### src/rtl/mem_master.sv
// Byte-wide memory port initiator: one 16-bit word request becomes two
// sequenced byte accesses, with a one-cycle completion pulse.
module mem_master #(
    parameter int WAIT_CYCLES = 0,
    parameter bit HI_FIRST    = 1'b0
) (
    input  logic        clk,
    input  logic        reset,
    input  logic        cpuReq,
    input  logic        cpuWrite,
    input  logic [6:0]  cpuAddr,
    input  logic [15:0] cpuWdata,
    output logic        cpuReady,
    output logic        cpuDone,
    output logic [15:0] cpuRdata,
    output logic        memRq,
    output logic        readNotWrite,
    output logic [7:0]  addr,
    output logic [7:0]  dataIn,
    input  logic [7:0]  dataOut
);

    typedef enum logic [1:0] {IDLE, BYTE0, BYTE1, DONE} state_t;

    localparam logic [3:0] W = 4'(WAIT_CYCLES);

    state_t      state, nstate;
    logic [3:0]  cnt;
    logic        wr;
    logic [6:0]  wa;
    logic [15:0] wd;
    logic [7:0]  first;
    logic        last;

    assign last     = (cnt == 4'd0);
    assign cpuReady = (state == IDLE);
    assign cpuDone  = (state == DONE);

    always_comb begin
        nstate = state;
        unique case (state)
            IDLE:  if (cpuReq) nstate = BYTE0;
            BYTE0: if (last) nstate = BYTE1;
            BYTE1: if (last) nstate = DONE;
            DONE:  nstate = IDLE;
            default: nstate = IDLE;
        endcase
    end

    always_ff @(posedge clk) begin
        if (reset) state <= IDLE;
        else       state <= nstate;
    end

    // memRq/addr/dataIn are registered so the second byte follows the
    // first without a gap in memRq.
    always_ff @(posedge clk) begin
        if (reset) begin
            cnt          <= 4'd0;
            wr           <= 1'b0;
            wa           <= 7'd0;
            wd           <= 16'h0000;
            first        <= 8'h00;
            cpuRdata     <= 16'h0000;
            memRq        <= 1'b0;
            readNotWrite <= 1'b1;
            addr         <= 8'h00;
            dataIn       <= 8'h00;
        end else begin
            unique case (state)
                IDLE: begin
                    if (cpuReq) begin
                        wr           <= cpuWrite;
                        wa           <= cpuAddr;
                        wd           <= cpuWdata;
                        cnt          <= W;
                        memRq        <= 1'b1;
                        readNotWrite <= ~cpuWrite;
                        addr         <= {cpuAddr, HI_FIRST};
                        dataIn       <= HI_FIRST ? cpuWdata[15:8]
                                                 : cpuWdata[7:0];
                    end
                end
                BYTE0: begin
                    if (last) begin
                        if (!wr) first <= dataOut;
                        cnt    <= W;
                        addr   <= {wa, ~HI_FIRST};
                        dataIn <= HI_FIRST ? wd[7:0] : wd[15:8];
                    end else begin
                        cnt <= cnt - 4'd1;
                    end
                end
                BYTE1: begin
                    if (last) begin
                        if (!wr)
                            cpuRdata <= HI_FIRST ? {first, dataOut}
                                                 : {dataOut, first};
                        memRq        <= 1'b0;
                        readNotWrite <= 1'b1;
                        addr         <= 8'h00;
                        dataIn       <= 8'h00;
                    end else begin
                        cnt <= cnt - 4'd1;
                    end
                end
                DONE: ;
                default: ;
            endcase
        end
    end

endmodule
### config.mk
export PLATFORM = sky130hd
export DESIGN_NAME = mem_master
export DESIGN_NICKNAME = d
export VERILOG_FILES = /design/src/rtl/mem_master.sv
export SDC_FILE = /design/constraint.sdc
export NUM_CORES = 1
export LEC_CHECK = 0
export CORE_ASPECT_RATIO = 1.2
export CORE_MARGIN = 10
export CORE_UTILIZATION = 29
export DETAILED_ROUTE_END_ITERATION = 10
export PLACE_DENSITY = 0.49
export SYNTH_ARGS = -nofsm -noshare
export SYNTH_HDL_FRONTEND = slang
export SYNTH_SLANG_ARGS = --single-unit
### constraint.sdc
create_clock -name clk -period 2.4 [get_ports clk]
set_input_delay 0.72 -clock clk [delete_from_list [all_inputs] [get_ports clk]]
set_output_delay 0.72 -clock clk [all_outputs]
set_load 0.01 [all_outputs]
; Word level (Yosys, flattened, before mapping)
; Index checks and enable logic that the tools add are counted.
[word_totals]
out_inout_bits = 36
inputBits = 35
reg_bits = 72
word_cells = 53
[op_classes]
bitwise = 2
addsub = 1
n_eq_ne = 7
n_reduce_logical = 11
n_mux = 21
[ops]
columns = op, count
row1 = case mux 8 bit (3 select lines), 2
row2 = two-way mux 8 bit, 5
row3 = AND reduction 3 bit, 5
row4 = two-way mux 4 bit, 3
row5 = case mux 4 bit (3 select lines), 1
row6 = "!= test 2 bit, second input constant", 4
row7 = case mux 2 bit (4 select lines), 1
row8 = two-way mux 2 bit, 3
row9 = "== test 2 bit, second input constant", 2
row10 = logical NOT 4 bit, 1
row11 = two-way mux 1 bit, 4
row12 = case mux 1 bit (2 select lines), 2
row13 = AND reduction 4 bit, 1
row14 = "subtractor 4 x 1 -> 4 bit, second input constant", 1
row15 = nonzero test 3 bit, 1
row16 = "== test 2 x 1 -> 1 bit, second input constant", 1
row17 = logical NOT 2 bit, 1
row18 = inverter 1 bit, 2
row19 = AND reduction 2 bit, 1
row20 = nonzero test 2 bit, 1

; Depth between registers and ports, before layout
[depth]
ltp_word = 3
ltp_mapped = 7
depth_no_buf = 5

; Worst setup path before layout
; No wires, ideal clock.
[synth_path]
path_type = flip-flop to flip-flop
from = register state[0]
to = register addr[1]
period_less_slack_ns = 2.032
stages_incl_launch_ff = 8
required_time_ns = 2.279
setup_time_ns = 0.121
arrival_time_ns = 1.911
setup_slack_ns = 0.368
path_buffers = 2
cell_sequence = dfxtp_1 inv_1 ha_1 clkbuf_2 or2_2 a211o_4 buf_12 mux2_4
[synth_via]
elab_chain_len = 3
word_cells_on_any_way = 9
classes_between = eq/ne (5) / mux (1) / reduce/logical (3)
[synth_lines]
columns = item, line
row1 = "start, declared", 27  ; state_t state, nstate;
row2 = "start signal, assigned", 52  ; else state <= nstate;
row3 = "== test 2 x 1 -> 1 bit, or another cell as far along", 70  ; unique case (state)
row4 = != test 2 bit (no line) / nonzero test 3 bit (equally long branches), n/a
row5 = AND reduction 4 bit (no line), n/a
row6 = "end signal, assigned", 79  ; addr <= {cpuAddr, HI_FIRST};
row7 = "end signal, assigned", 88  ; addr <= {wa, ~HI_FIRST};
row8 = "end, declared", 18  ; output logic [7:0] addr,
; Several ways; a longest one is shown, not always the timed one.
; A chain may end at the register's enable or synchronous reset.

; Final worst setup path
[layout_path]
from = register state[0]
to = output cpuDone
[layout_via]
elab_chain_len = 1
[layout_lines]
columns = item, line
row1 = == test 2 bit, 37  ; assign cpuDone = (state == DONE);
row2 = "end, declared", 14  ; output logic cpuDone,
; Every way passes these cells.

==> results_dict.tcl <==
set metrics [dict create \
    finalPower_mw 4.82 \
    ant_nets 0 \
    ios 71 \
    nets 442 \
    vias 2455 \
    grt_max_degree 39 \
    start_util 0.295 \
    synth_flop_cell "dfxtp_1" \
    antennaDiodeCount 0 \
    critPathKind "flip-flop to primary output" \
    synth_top_area_share 0.435 \
    crit_family "buffers and inverters" \
    track_usage 0.110 \
    worst_pin_slew_ps 633 \
    ys_async_sr_fraction 0 \
    synth_commonest_cells "nand2_1 (72), dfxtp_1 (64), a21oi_1 (34)" \
    p_leak_nw 1.62 \
    maxCapViolations 0 \
    gp_congestion 0.705 \
    hpwl_mm 5.42 \
    portBuffers 70 \
    ir_drop_uv 440 \
    antenna_found_initial 0 \
    htreeDepth 3 \
    finalSetupViolations 0 \
    grt_pass1_wl_mm 13.1 \
    slew_viol_final 0 \
    skew_ps 4.85 \
    cts_tree "built" \
    synth_most_common_cell "nand2_1" \
    critical_path.max_fanout 6 \
    power_density_nw_per_um2 1160 \
    clkSinkCount 64 \
    syn_inst 330 \
    hold_class "flip-flop to flip-flop" \
    tns_ps 0 \
    wire_per_inst_um 14.9 \
    wl_mm 7.92 \
    finalCritPeriodShare 0.951 \
    root_buffer "clkbuf_16" \
    drive_above_1_share 0.131 \
    synth_area_leader_cell "dfxtp_1" \
    crit_path_top_delay_cell "clkdlybuf4s50_1" \
    synth_edf_count 0 \
    period_needed_ps 2280 \
    first_pass_iters 4 \
    cts_setup_buffers 0 \
    ys_seq_area_frac 0.435 \
    vias_per_cell 4.62 \
    rsz0062_at_grt "false" \
    cp.arrival_ps 1560 \
    ctsLongestPathBuffers 2 \
    synth-seq-cells 64 \
    die_h_um 130 \
    drc 0 \
    fin_cells 531 \
    clk_pin_slew_ps 60 \
    crit_path_start_kind "flip-flop" \
    grt_pass1_vias 2540 \
    overflow 0 \
    drtIter0Drc 93 \
    critical_path_buf_inv_count 1 \
    ys_types 40 \
    avgSynthCellArea_sq_um 8.92 \
    ys_top_cells_by_area "dfxtp_1 (44%), nand2_1 (9.2%), mux2i_1 (8.8%)" \
    critPathMaxStageDelay_ps 570 \
    syn_to_final_growth_pct 41.1 \
    clk-insertion-delay-late_ps 320 \
    critical_path.cell_chain "ha_2 -> clkdlybuf4s50_1" \
    hold_viol_final 0 \
    die_area_sq_um 14600 \
    dp_cells 515 \
    netlist_area_sq_um 2940 \
    yosys_warnings 0 \
    endpoint_kind "primary output" \
    slew_headroom 0.577 \
    max_freq_mhz 438 \
    rows 40 \
    synth_nets 372 \
    cts_buffers 9 \
    critPathRequiredTime_ps 1680 \
    dieWidth_um 112 \
    status "finished, final reports clean" \
    coreArea_sq_um 9960 \
]
cell usage in the layout, fill, tap and decap left out, types with 2 or more instances in the layout:
| cell | Yosys | layout |
|---|---|---|
| and2_1 | 2 | 2 |
| mux2i_1 | 26 | 26 |
| clkbuf_16 | 0 | 9 |
| clkdlybuf4s50_1 | 0 | 69 |
| nor2b_1 | 15 | 15 |
| or2_2 | 2 | 2 |
| dfxtp_1 | 64 | 64 |
| inv_1 | 9 | 9 |
| nand3_1 | 18 | 18 |
| mux2_4 | 10 | 10 |
| mux2_2 | 5 | 5 |
| nand2_1 | 72 | 72 |
| clkbuf_8 | 0 | 3 |
| nand2b_1 | 16 | 16 |
| o32ai_1 | 3 | 3 |
| nor2_1 | 2 | 2 |
| a211oi_1 | 3 | 3 |
| buf_4 | 0 | 10 |
| ha_1 | 7 | 5 |
| buf_12 | 1 | 3 |
| a21oi_1 | 34 | 34 |
cell type report:
class | count | area, sq um
sequential | 64 | 1280
fill | 1033 | 5810
multi-input combinational | 233 | 1530
inverter | 9 | 33.8
clock buffer | 12 | 267
clock inverter | 4 | 51.3
timing repair buffer | 83 | 831
tap | 126 | 158
final timing paths:
path / start / endpoint / slack, ps / cells past startpoint
max: state[0]$_SDFFE_PP0P_ / cpuDone / 120 / 2
min: wa[0]$_SDFFE_PP0P_ / wa[0]$_SDFFE_PP0P_ / 450 / 2
max reg2reg: cnt[0]$_SDFFE_PP0P_ / dataIn[5]$_SDFFE_PP0P_ / 250 / 5
min reg2reg: wa[0]$_SDFFE_PP0P_ / wa[0]$_SDFFE_PP0P_ / 450 / 2
sequential cells by signal, indices dropped and copies added (netlist names):
name,count
wa,7
wr,1
dataIn,8
addr,8
state,2
first,8
wd,8
memRq,1
readNotWrite,1
cnt,4
cpuRdata,16
logic make-up after synthesis:
| logic type | share of synthesized area |
|---|---|
| AOI/OAI and AO/OA | 0.108 |
| DFF | 0.435 |
| and+or+nand+nor | 0.217 |
| muxes | 0.159 |
| adders and majority gates | 0.0298 |
| buffers and inverters | 0.0510 |
routing by layer:
metal,GRT usage,share of wire,vias to the layer above
met5,0,0,-
met4,0.0359,0.0080,0
met3,0.0478,0.070,6
met2,0.171,0.45,62
met1,0.134,0.47,1139
li1,-,-,1248
report_power, final:
group	internal (mW)	leakage (nW)	switching (mW)
clock network	0.889	0.155	0.476
registers	1.30	0.523	0.121
logic	1.06	0.943	0.977
total	3.25	1.62	1.57
through the flow:
step / util / setup WS (ps) / hold slack, ps / cell area (sq um)
after floorplan: - / 368 / 437 / 2940
after global placement: 0.384 / 24.9 / 443 / 3820
after detailed placement: 0.384 / 7.25 / 449 / 3820
after CTS: 0.415 / 5.21 / 457 / 4140
after global routing: 0.417 / 40.4 / 475 / 4150
final: 0.417 / 119 / 452 / 4150
timing repair:
| item | in CTS | in global routing |
|---|---|---|
| setup endpoints to repair | 0 | 2 |
| resized for setup | 0 | 3 |
| hold buffers | 0 | 0 |
worst reg2reg max path: cells and delay by family, from the launching register on:
kind / cells / cell delay, ps
compound gates: 1 / 510
buf+inv: 1 / 90
mux: 1 / 330
flops: 1 / 320
simple gates: 1 / 540
fa+ha+maj: 1 / 240
Note: power is estimated with default switching activity, not from simulation.
